File: config.mk
export PLATFORM = sky130hd
export DESIGN_NAME = alu_pc_unit_flat
export DESIGN_NICKNAME = d
export VERILOG_FILES = /design/src/rtl/alu_pc_unit_if.sv /design/src/rtl/alu_pc_unit.sv /design/src/flat_wrapper.sv
export SDC_FILE = /design/constraint.sdc
export NUM_CORES = 1
export LEC_CHECK = 0
export ABC_AREA = 1
export CORE_ASPECT_RATIO = 1.5
export CORE_MARGIN = 4
export CORE_UTILIZATION = 35
export CTS_CLUSTER_SIZE = 20
export DETAILED_ROUTE_END_ITERATION = 6
export GPL_TIMING_DRIVEN = 0
export PLACE_DENSITY = 0.64
export SLEW_MARGIN = 20
export SYNTH_ARGS = -nofsm -noshare
export SYNTH_HDL_FRONTEND = slang
export SYNTH_SLANG_ARGS = --single-unit
File: constraint.sdc
create_clock -name clk -period 10.4 [get_ports clk]
set_clock_uncertainty 0.2 [all_clocks]
set_input_delay 2.08 -clock clk [delete_from_list [all_inputs] [get_ports clk]]
set_output_delay 2.08 -clock clk [all_outputs]
set_load 0.01 [all_outputs]
File: src/rtl/alu_pc_unit_if.sv
// Bundle of ALU operands/flags and program-counter controls shared between alu_pc_unit and its host.
// The DUT uses the slave modport; the driving side uses master.
interface alu_pc_unit_if;
  logic [7:0] a;
  logic [7:0] b;
  logic       carryIn;
  logic       overflowIn;
  logic [3:0] operation;
  logic [7:0] f;
  logic       negative;
  logic       overflow;
  logic       zero;
  logic       carry;

  logic       load_pc_l;
  logic       load_pc_h;
  logic       L_inc;
  logic       H_inc;
  logic [7:0] PCL_in;
  logic [7:0] PCH_in;
  logic [7:0] PCL_out;
  logic [7:0] PCH_out;
  logic       PCL_carry;

  modport master (
    output a, b, carryIn, overflowIn, operation,
    output load_pc_l, load_pc_h, L_inc, H_inc, PCL_in, PCH_in,
    input  f, negative, overflow, zero, carry,
    input  PCL_out, PCH_out, PCL_carry
  );

  modport slave (
    input  a, b, carryIn, overflowIn, operation,
    input  load_pc_l, load_pc_h, L_inc, H_inc, PCL_in, PCH_in,
    output f, negative, overflow, zero, carry,
    output PCL_out, PCH_out, PCL_carry
  );
endinterface

File: src/rtl/alu_pc_unit.sv
// 8-bit binary ALU (purely combinational) plus a 16-bit program counter {PCH,PCL}
// with per-byte load, linear increment and page increment.
module alu_pc_unit (
  input  logic          clk,
  input  logic          rst_n,
  alu_pc_unit_if.slave  bus_if
);

  typedef enum logic [3:0] {
    OP_ADC  = 4'h0,
    OP_SBC  = 4'h1,
    OP_AND  = 4'h2,
    OP_ORA  = 4'h3,
    OP_EOR  = 4'h4,
    OP_ASL  = 4'h5,
    OP_LSR  = 4'h6,
    OP_ROL  = 4'h7,
    OP_ROR  = 4'h8,
    OP_INC  = 4'h9,
    OP_DEC  = 4'hA,
    OP_CMP  = 4'hB,
    OP_BIT  = 4'hC,
    OP_PSA  = 4'hD,
    OP_PSB  = 4'hE,
    OP_ADD  = 4'hF
  } alu_op_e;

  alu_op_e    op;
  logic [7:0] a;
  logic [7:0] b;
  logic       cin;
  logic       vin;

  logic [8:0] sum;
  logic [7:0] res;
  logic       c_flag;
  logic       v_flag;
  logic       n_flag;
  logic       z_flag;

  assign op  = alu_op_e'(bus_if.operation);
  assign a   = bus_if.a;
  assign b   = bus_if.b;
  assign cin = bus_if.carryIn;
  assign vin = bus_if.overflowIn;

  // ---------------------------------------------------------------------------
  // ALU
  // ---------------------------------------------------------------------------
  always_comb begin
    // NOTE: every output of a combinational block gets a default before the
    // case, otherwise an unlisted path holds the old value and infers a latch.
    sum    = 9'd0;
    res    = a;
    c_flag = cin;
    v_flag = vin;

    unique case (op)
      OP_ADC: begin
        sum    = {1'b0, a} + {1'b0, b} + {8'd0, cin};
        res    = sum[7:0];
        c_flag = sum[8];
        v_flag = (a[7] == b[7]) && (res[7] != a[7]);
      end
      OP_SBC: begin
        // Subtraction as a + ~b + cin: carry out means "no borrow".
        sum    = {1'b0, a} + {1'b0, ~b} + {8'd0, cin};
        res    = sum[7:0];
        c_flag = sum[8];
        v_flag = (a[7] != b[7]) && (res[7] != a[7]);
      end
      OP_AND: res = a & b;
      OP_ORA: res = a | b;
      OP_EOR: res = a ^ b;
      OP_ASL: begin
        res    = {a[6:0], 1'b0};
        c_flag = a[7];
      end
      OP_LSR: begin
        res    = {1'b0, a[7:1]};
        c_flag = a[0];
      end
      OP_ROL: begin
        res    = {a[6:0], cin};
        c_flag = a[7];
      end
      OP_ROR: begin
        res    = {cin, a[7:1]};
        c_flag = a[0];
      end
      OP_INC: res = a + 8'd1;
      OP_DEC: res = a - 8'd1;
      OP_CMP: begin
        sum    = {1'b0, a} + {1'b0, ~b} + 9'd1;
        res    = sum[7:0];
        c_flag = sum[8];
      end
      OP_BIT: begin
        res    = a & b;
        v_flag = b[6];
      end
      OP_PSA: res = a;
      OP_PSB: res = b;
      OP_ADD: begin
        sum    = {1'b0, a} + {1'b0, b};
        res    = sum[7:0];
        c_flag = sum[8];
      end
      default: res = a;
    endcase
  end

  // BIT reports operand B's sign rather than the result's.
  assign n_flag = (op == OP_BIT) ? b[7] : res[7];
  assign z_flag = (res == 8'h00);

  assign bus_if.f        = res;
  assign bus_if.negative = n_flag;
  assign bus_if.overflow = v_flag;
  assign bus_if.zero     = z_flag;
  assign bus_if.carry    = c_flag;

  // ---------------------------------------------------------------------------
  // Program counter
  // ---------------------------------------------------------------------------
  logic [7:0] pcl_q, pcl_d;
  logic [7:0] pch_q, pch_d;
  logic       pcl_carry;

  assign pcl_carry = bus_if.L_inc && (pcl_q == 8'hFF);

  // Each byte resolves independently: its load wins, otherwise its increments apply.
  always_comb begin
    pcl_d = pcl_q;
    pch_d = pch_q;

    if (bus_if.load_pc_l) begin
      pcl_d = bus_if.PCL_in;
    end else if (bus_if.L_inc) begin
      pcl_d = pcl_q + 8'd1;
    end

    if (bus_if.load_pc_h) begin
      pch_d = bus_if.PCH_in;
    end else begin
      pch_d = pch_q + {7'd0, bus_if.H_inc} + {7'd0, pcl_carry};
    end
  end

  // NOTE: state registers use non-blocking assignments so every flop samples
  // its pre-edge value, independent of statement order.
  always_ff @(posedge clk or negedge rst_n) begin
    if (!rst_n) begin
      pcl_q <= 8'h00;
      pch_q <= 8'h00;
    end else begin
      pcl_q <= pcl_d;
      pch_q <= pch_d;
    end
  end

  assign bus_if.PCL_out   = pcl_q;
  assign bus_if.PCH_out   = pch_q;
  assign bus_if.PCL_carry = pcl_carry;

endmodule

File: src/flat_wrapper.sv
// flat-port wrapper written by rule: the top's interface ports become plain ports
module alu_pc_unit_flat 
  (clk, rst_n, bus_if_a, bus_if_b, bus_if_carryIn, bus_if_overflowIn, bus_if_operation, bus_if_load_pc_l, bus_if_load_pc_h, bus_if_L_inc, bus_if_H_inc, bus_if_PCL_in, bus_if_PCH_in, bus_if_f, bus_if_negative, bus_if_overflow, bus_if_zero, bus_if_carry, bus_if_PCL_out, bus_if_PCH_out, bus_if_PCL_carry);
  alu_pc_unit_if bus_if_i ();
  input  logic clk;
  input  logic rst_n;
  input wire logic [$bits(bus_if_i.a)-1:0] bus_if_a;
  input wire logic [$bits(bus_if_i.b)-1:0] bus_if_b;
  input wire logic [$bits(bus_if_i.carryIn)-1:0] bus_if_carryIn;
  input wire logic [$bits(bus_if_i.overflowIn)-1:0] bus_if_overflowIn;
  input wire logic [$bits(bus_if_i.operation)-1:0] bus_if_operation;
  input wire logic [$bits(bus_if_i.load_pc_l)-1:0] bus_if_load_pc_l;
  input wire logic [$bits(bus_if_i.load_pc_h)-1:0] bus_if_load_pc_h;
  input wire logic [$bits(bus_if_i.L_inc)-1:0] bus_if_L_inc;
  input wire logic [$bits(bus_if_i.H_inc)-1:0] bus_if_H_inc;
  input wire logic [$bits(bus_if_i.PCL_in)-1:0] bus_if_PCL_in;
  input wire logic [$bits(bus_if_i.PCH_in)-1:0] bus_if_PCH_in;
  output wire logic [$bits(bus_if_i.f)-1:0] bus_if_f;
  output wire logic [$bits(bus_if_i.negative)-1:0] bus_if_negative;
  output wire logic [$bits(bus_if_i.overflow)-1:0] bus_if_overflow;
  output wire logic [$bits(bus_if_i.zero)-1:0] bus_if_zero;
  output wire logic [$bits(bus_if_i.carry)-1:0] bus_if_carry;
  output wire logic [$bits(bus_if_i.PCL_out)-1:0] bus_if_PCL_out;
  output wire logic [$bits(bus_if_i.PCH_out)-1:0] bus_if_PCH_out;
  output wire logic [$bits(bus_if_i.PCL_carry)-1:0] bus_if_PCL_carry;
  assign bus_if_i.a = bus_if_a;
  assign bus_if_i.b = bus_if_b;
  assign bus_if_i.carryIn = bus_if_carryIn;
  assign bus_if_i.overflowIn = bus_if_overflowIn;
  assign bus_if_i.operation = bus_if_operation;
  assign bus_if_i.load_pc_l = bus_if_load_pc_l;
  assign bus_if_i.load_pc_h = bus_if_load_pc_h;
  assign bus_if_i.L_inc = bus_if_L_inc;
  assign bus_if_i.H_inc = bus_if_H_inc;
  assign bus_if_i.PCL_in = bus_if_PCL_in;
  assign bus_if_i.PCH_in = bus_if_PCH_in;
  assign bus_if_f = bus_if_i.f;
  assign bus_if_negative = bus_if_i.negative;
  assign bus_if_overflow = bus_if_i.overflow;
  assign bus_if_zero = bus_if_i.zero;
  assign bus_if_carry = bus_if_i.carry;
  assign bus_if_PCL_out = bus_if_i.PCL_out;
  assign bus_if_PCH_out = bus_if_i.PCH_out;
  assign bus_if_PCL_carry = bus_if_i.PCL_carry;
  alu_pc_unit u_core (.clk(clk), .rst_n(rst_n), .bus_if(bus_if_i));
endmodule
==> metrics.csv, run 1 <==
stage;metric;value;unit
clock_tree;cts_buffers;3;
floorplanning;start_util;35.9;%
synthesis;synth_nets;708;
place;dpl_cell_area;4500;um2
synthesis;synthCells;623;
drt;drc;0;
synthesis;yosysTopAreaCellShare;19.1;%
floorplanning;die-area;12100;um2
min_path;hold_path_class;reg2reg;
timing;tightest_slew;0.723;ns
floorplanning;die_h;133;um
place;routabilityCongestion;0.954;
drt;vias;4320;
clock_tree;cts_hold_buf;0;
layout;final_cell_area;4580;um2
drt;finalWirelength;12.9;mm
worst_setup_path;worstReg2RegEnd;u_core.bus_if.PCH_out[7];
clock_tree;cts_max_level;1;
worst_setup_path;crit_path_end_kind;output port;
floorplanning;io_pins;73;
synthesis;yosys_most_used_dff;dfrtp_1;
place;port_buffers;72;
worst_setup_path;rrSetupSlack;7.65;ns
worst_setup_path;rr_worst_depth;13;
worst_setup_path;worst-path-max-fanout;9;
clock_tree;cts.sinks;16;
synthesis;ys_seq_elements;16;
drt;wire_per_inst;15.8;um
synthesis;yosysWarnings;0;
timing;hold_viol_final;0;
synthesis;syn-cell-area;3640;um2
drt;ant_nets;0;
layout;syn2layout_area_growth;25.9;%
pwr;max-vdd-ir-drop;0.0000475;V
worst_setup_path;critPathArrivalTime;5.73;ns
clock_tree;cts_setup_buffers;0;
outcome;status;finished, final reports clean;
synthesis;synth_edf_count;0;
layout;final_common_cell;nand2_1;
clock_tree;cts_tree;built;
pwr;powerDensity;82.0;nW/um2
worst_setup_path;required;8.12;ns
timing;min_period;8.01;ns
min_path;hold_end;u_core.bus_if.PCL_out[1];
floorplanning;core_region_area;10100;um2
drt;drtPass1Iterations;4;
grt;grt_first_pass_wirelength;20.7;mm
clock_tree;clk_path_buf_depth;2;
timing;setup_viol;0;
grt;track_usage;21.1;%
layout;diodes;0;
place;dp_slack;2.37;ns
timing;fmax;125;MHz
clock_tree;post_cts_resize_count;0;
layout;mostFrequentLayoutCells;185 x nand2_1, 84 x inv_1, 72 x nor2_1, 72 x clkdlybuf4s50_1, 54 x nand3_1;
synthesis;synth-seq-area-share;11.0;%
min_path;worstHoldPathCells;2;
timing;maxSlewHeadroom;51.6;%
grt;antenna_found_initial;0;
layout;nFillCells;1098;
timing;fin_ws;2.39;ns
worst_setup_path;reg2reg_from;u_core.bus_if.PCL_out[0];
grt;grt-ovfl-total;0;
layout;finalNetCount;785;
worst_setup_path;cp-start-kind;input port;
worst_setup_path;worstSetupPathType;in2out;
synthesis;yosysTopAreaCell;nand2_1;
timing;grt_setup_unrepaired;false;
synthesis;synthArstFlopShare;100;%
clock_tree;clockRootBuffer;clkbuf_16;
grt;grt_max_degree;17;
drt;drt-initial-drc-count;245;
floorplanning;row_count;45;
timing;report.final.slew_viol_count;0;
clock_tree;clk_pin_slew;0.05;ns
timing;post-route-period-util;77.1;%
drt;avgViaCountPerCell;5.30;
timing;holdWs;0.359;ns
layout;drive_gt1_share;7.74;%
pwr;p_leak;2.32;nW
floorplanning;fp.dieW;91.2;um
timing;tns;0;ns
place;hpwlAfterDp;11.1;mm
synthesis;synth_area_leaders;nand2_1 19%, ha_1 13%, dfrtp_1 11%, inv_1 8.7%, nand3_1 7.4%;
grt;grt_pass1_vias;4333;
clock_tree;worstSkewPairLatency;0.25;ns
min_path;hold_start;u_core.bus_if.PCL_out[1];
pwr;finalPower;0.000375;W
synthesis;ys_types;43;
run;drv_cap;0;
synthesis;postSynthAreaPerCell;5.84;um2
-- synth_stat cells (2+ instances only) --
cell type / instances
inv_2: 8
inv_1: 84
or2_2: 6
nor2_4: 5
or2_0: 2
buf_4: 2
nand4_1: 22
xnor2_1: 2
nand3_2: 2
nand3_1: 54
nand2_2: 7
o21ai_1: 2
nor3_1: 6
o22ai_1: 6
nand2_4: 2
fa_1: 4
a21oi_1: 22
a21oi_2: 3
dfrtp_1: 16
o211ai_1: 5
ha_1: 37
nor2_2: 6
nor2_1: 72
xor2_1: 10
a31oi_1: 2
buf_6: 2
o21ai_0: 26
nand2_1: 185
a21boi_0: 2
a21o_1: 5
nand3b_1: 4
-- critical path, cell delays in order --
cell and delay (ns):
clkdlybuf4s50_1 0.76, inv_1 0.23, fa_1 0.64, inv_1 0.13
ha_1 0.32, nand2_1 0.06, o21ai_0 0.07, nor3_1 0.17
nand2_1 0.08, nand2_1 0.09, nand2_1 0.06, nor2_1 0.12
nand2_1 0.06, nor2_1 0.08, nand3_1 0.13, nor2_1 0.11
clkdlybuf4s50_1 0.54
-- power breakdown --
group          internal, W  switching (W)  leakage (nW)
clock            0.0000504      0.0000228        0.0370
sequential       0.0000692     0.00000697         0.190
combinational    0.0000915       0.000135          2.09
-- final cells by class --
cell class / instances / area, um2 / area share (%)
Sequential cell: 16 / 400 / 8.74
Timing Repair Buffer: 72 / 721 / 15.7
Tap cell: 117 / 146 / 3.20
Clock buffer: 3 / 75.1 / 1.64
Multi-Input combinational cell: 507 / 2820 / 61.6
Buffer: 7 / 62.6 / 1.37
Inverter: 93 / 354 / 7.73
-- per-layer routing --
metal  part of all wire [%]  track usage (%)
met1                     36             20.3
met2                     51             39.8
met3                    5.5             2.79
met4                    8.2             15.6
met5                      0                0
-- flip-flops by register name, indices dropped and copies added (netlist names) --
name                   flops
u_core.bus_if.PCH_out      8
u_core.bus_if.PCL_out      8
-- cell families (layout without fill, tap and decap cells) --
kind of cell               count (synthesis)  after routing  share of synthesized area (%)
AOI/OAI and AO/OA                         78             78                           12.6
xor gates and xnor gates                  12             12                           2.89
adders and majority gates                 41             41                           14.9
buffers and inverters                    100            175                           11.5
DFF                                       16             16                           11.0
and+or+nand+nor                          376            376                           47.1
-- metrics by stage --
stage | util [%] | instances
final | 45.2 | 815
after global routing | 45.2 | 815
after CTS | 45.2 | 815
after detailed placement | 44.4 | 812
after global placement | 44.4 | 812
after floorplan | - | 623
-- how the worst max path moves through the flow --
stage,start,depth (start not counted),to,slack [ns]
after detailed placement,bus_if_a[1],17,bus_if_zero,2.37
final,bus_if_a[1],17,bus_if_zero,2.39
after global routing,bus_if_a[1],17,bus_if_zero,2.06
after global placement,bus_if_a[1],17,bus_if_zero,2.39
after CTS,bus_if_a[1],17,bus_if_zero,2.38
after floorplan,bus_if_b[0],16,bus_if_zero,4.06
No activity file was read; power rests on OpenSTA's default activity.
==> run 2: changes to the inputs <==
- PLACE_DENSITY: 0.64 -> 0.66
- clock period: 10.4 -> 7.2 ns (I/O delays scaled with it)
==> metrics.csv, run 2 (synthesis gave the netlist of run 1 again) <==
stage;metric;value;unit;change
timing;post-route-period-util;94.1;%;
worst_setup_path;crit_start;bus_if_a[1];;unchanged
timing;hold_viol_final;0;;unchanged
clock_tree;cts_setup_buffers;0;;unchanged
grt;grt_first_pass_wirelength;21.1;mm;was 20.7 mm
drt;finalWirelength;12.9;mm;about the same
worst_setup_path;cp-start-kind;input port;;unchanged
worst_setup_path;required;5.56;ns;was 8.12 ns
layout;seqCellArea;400;um2;unchanged
floorplanning;io_pins;73;;unchanged
worst_setup_path;worstPathCellList;clkdlybuf4s50_1 > inv_1 > fa_1 > inv_1 > ha_1 > nand2_1 > o21ai_0 > nor3_1 > nand2_1 > nand2_1 > nand2_1 > nor2_1 > nand2_1 > nor2_1 > nand3_1 > nor2_1 > clkdlybuf4s50_1;;unchanged
worst_setup_path;crit_path_end_kind;output port;;unchanged
grt;grt_pass1_vias;4406;;was 4333
worst_setup_path;path_delay_family;buffers and inverters;;unchanged
timing;grt_setup_unrepaired;false;;unchanged
drt;ant_nets;0;;unchanged
clock_tree;post_cts_resize_count;0;;unchanged
drt;avgViaCountPerCell;5.29;;was 5.30
clock_tree;worstSkewPairLatency;0.24;ns;was 0.25 ns
floorplanning;die_h;133;um;unchanged
layout;multi_input_area;2820;um2;unchanged
layout;drive_gt1_share;7.74;%;unchanged
timing;tightest_slew;0.737;ns;was 0.723 ns
layout;final_common_cell;nand2_1;;unchanged
run;drv_cap;0;;unchanged
min_path;hold_start;u_core.bus_if.PCL_out[0];;was u_core.bus_if.PCL_out[1]
clock_tree;cts_hold_buf;0;;unchanged
drt;drc;0;;unchanged
outcome;status;finished, final reports clean;;unchanged
layout;final_cell_area;4580;um2;unchanged
grt;grt_max_degree;17;;unchanged
drt;drt-initial-drc-count;289;;was 245
timing;setup_viol;0;;unchanged
clock_tree;cts.sinks;16;;unchanged
worst_setup_path;reg2reg_from;u_core.bus_if.PCL_out[0];;unchanged
timing;min_period;6.77;ns;
pwr;finalPower;0.000542;W;was 0.000375 W
worst_setup_path;cpMostUsedCell;nand2_1;;unchanged
worst_setup_path;critPathArrivalTime;5.13;ns;was 5.73 ns
layout;instances_no_fill;815;;unchanged
grt;track_usage;21.4;%;was 21.1%
place;dp.cells;812;;unchanged
timing;maxSlewHeadroom;50.7;%;was 51.6%
pwr;max-vdd-ir-drop;0.0000676;V;was 0.0000475 V
worst_setup_path;cp_slowest_stage_delay;0.76;ns;about the same
timing;tns;0;ns;unchanged
min_path;hold_path_class;reg2reg;;unchanged
pwr;powerDensity;118;nW/um2;was 82.0 nW/um2
worst_setup_path;worst-path-max-fanout;9;;unchanged
worst_setup_path;cp_slowest_cell;clkdlybuf4s50_1;;unchanged
pwr;p_leak;2.32;nW;unchanged
place;port_buffers;72;;unchanged
place;routabilityCongestion;0.941;;was 0.954
clock_tree;cts_buffers;3;;unchanged
place;hpwlAfterDp;11.1;mm;about the same
clock_tree;clockRootBuffer;clkbuf_16;;unchanged
grt;grt-ovfl-total;0;;unchanged
layout;nFillCells;1084;;was 1098
clock_tree;cts_tree;built;;unchanged
layout;finalNetCount;785;;unchanged
layout;syn2layout_area_growth;25.9;%;unchanged
clock_tree;cts_max_level;1;;unchanged
layout;diodes;0;;unchanged
place;dpl_cell_area;4500;um2;unchanged
floorplanning;fp.dieW;91.2;um;unchanged
timing;fmax;148;MHz;
timing;holdWs;0.366;ns;was 0.359 ns
drt;wire_per_inst;15.8;um;about the same
worst_setup_path;worstSetupPathType;in2out;;unchanged
floorplanning;die-area;12100;um2;unchanged
floorplanning;start_util;35.9;%;unchanged
floorplanning;core_region_area;10100;um2;unchanged
worst_setup_path;critical_path_buf_inv_count;4;;unchanged
grt;antenna_found_initial;0;;unchanged
timing;report.final.slew_viol_count;0;;unchanged
layout;mostFrequentLayoutCells;185 x nand2_1, 84 x inv_1, 72 x nor2_1, 72 x clkdlybuf4s50_1, 54 x nand3_1;;unchanged
floorplanning;row_count;45;;unchanged
drt;vias;4312;;was 4320
clock_tree;clk_pin_slew;0.05;ns;about the same
drt;drtPass1Iterations;4;;unchanged
clock_tree;clk_path_buf_depth;2;;unchanged
run 2: cell counts in the layout (fill, tap and decap cells not counted):
Identical to the previous run, type by type.
run 2: cell type report:
class	instances	share of cell area, %
multi-input cells	507	61.6
repair buffers	72	15.7
inverters	93	7.73
flip-flops and latches	16	8.74
well taps	117	3.20
plain buffers	7	1.37
clock buffers	3	1.64
run 2: metrics by stage:
| stage | utilization, % | worst slack (ns) |
|---|---|---|
| after floorplan | - | 2.14 |
| after detailed placement | 44.4 | 0.485 |
| after global placement | 44.4 | 0.489 |
| after CTS | 45.2 | 0.469 |
| final | 45.2 | 0.428 |
| after global routing | 45.2 | 0.221 |
run 2: per-layer routing:
metal	share of wire, %	track usage [%]	up-vias
met3	4.4	2.28	47
met1	36	21.3	1951
met4	6.1	11.9	0
met5	0	0	-
met2	53	41.9	149
li1	-	-	2165
run 2: where the power goes:
group	switching, W	leakage, nW	internal (W)
combinational	0.000195	2.09	0.000132
sequential	0.0000104	0.190	0.0000999
clock	0.0000321	0.0370	0.0000727
total	0.000237	2.32	0.000305
run 2: final timing paths:
kind | end | slack (ns) | cells after the start
min | u_core.bus_if.PCL_out[0] | 0.37 | 1
max | bus_if_zero | 0.43 | 17
max reg2reg | u_core.bus_if.PCH_out[6] | 4.47 | 13
min reg2reg | u_core.bus_if.PCL_out[0] | 0.37 | 1
max in group asynchronous | u_core.bus_if.PCH_out[6] | 4.90 | 1
min in group asynchronous | u_core.bus_if.PCL_out[7] | 1.44 | 1
==> run 3: changes to the inputs <==
- PLACE_DENSITY: 0.66 -> 0.64
- clock period: 7.2 -> 8.6 ns (I/O delays scaled with it)
==> results of run 3 <==
The final DEF is identical to that of run 1. Status: finished, final reports clean.
Main changes from that run: setup slack after placement 2.37 ns -> 1.29 ns; setup slack after layout 2.39 ns -> 1.31 ns; register-to-register setup slack 7.65 ns -> 5.85 ns; total power 0.000375 W -> 0.000454 W; worst IR drop on VDD 0.0000475 V -> 0.0000575 V
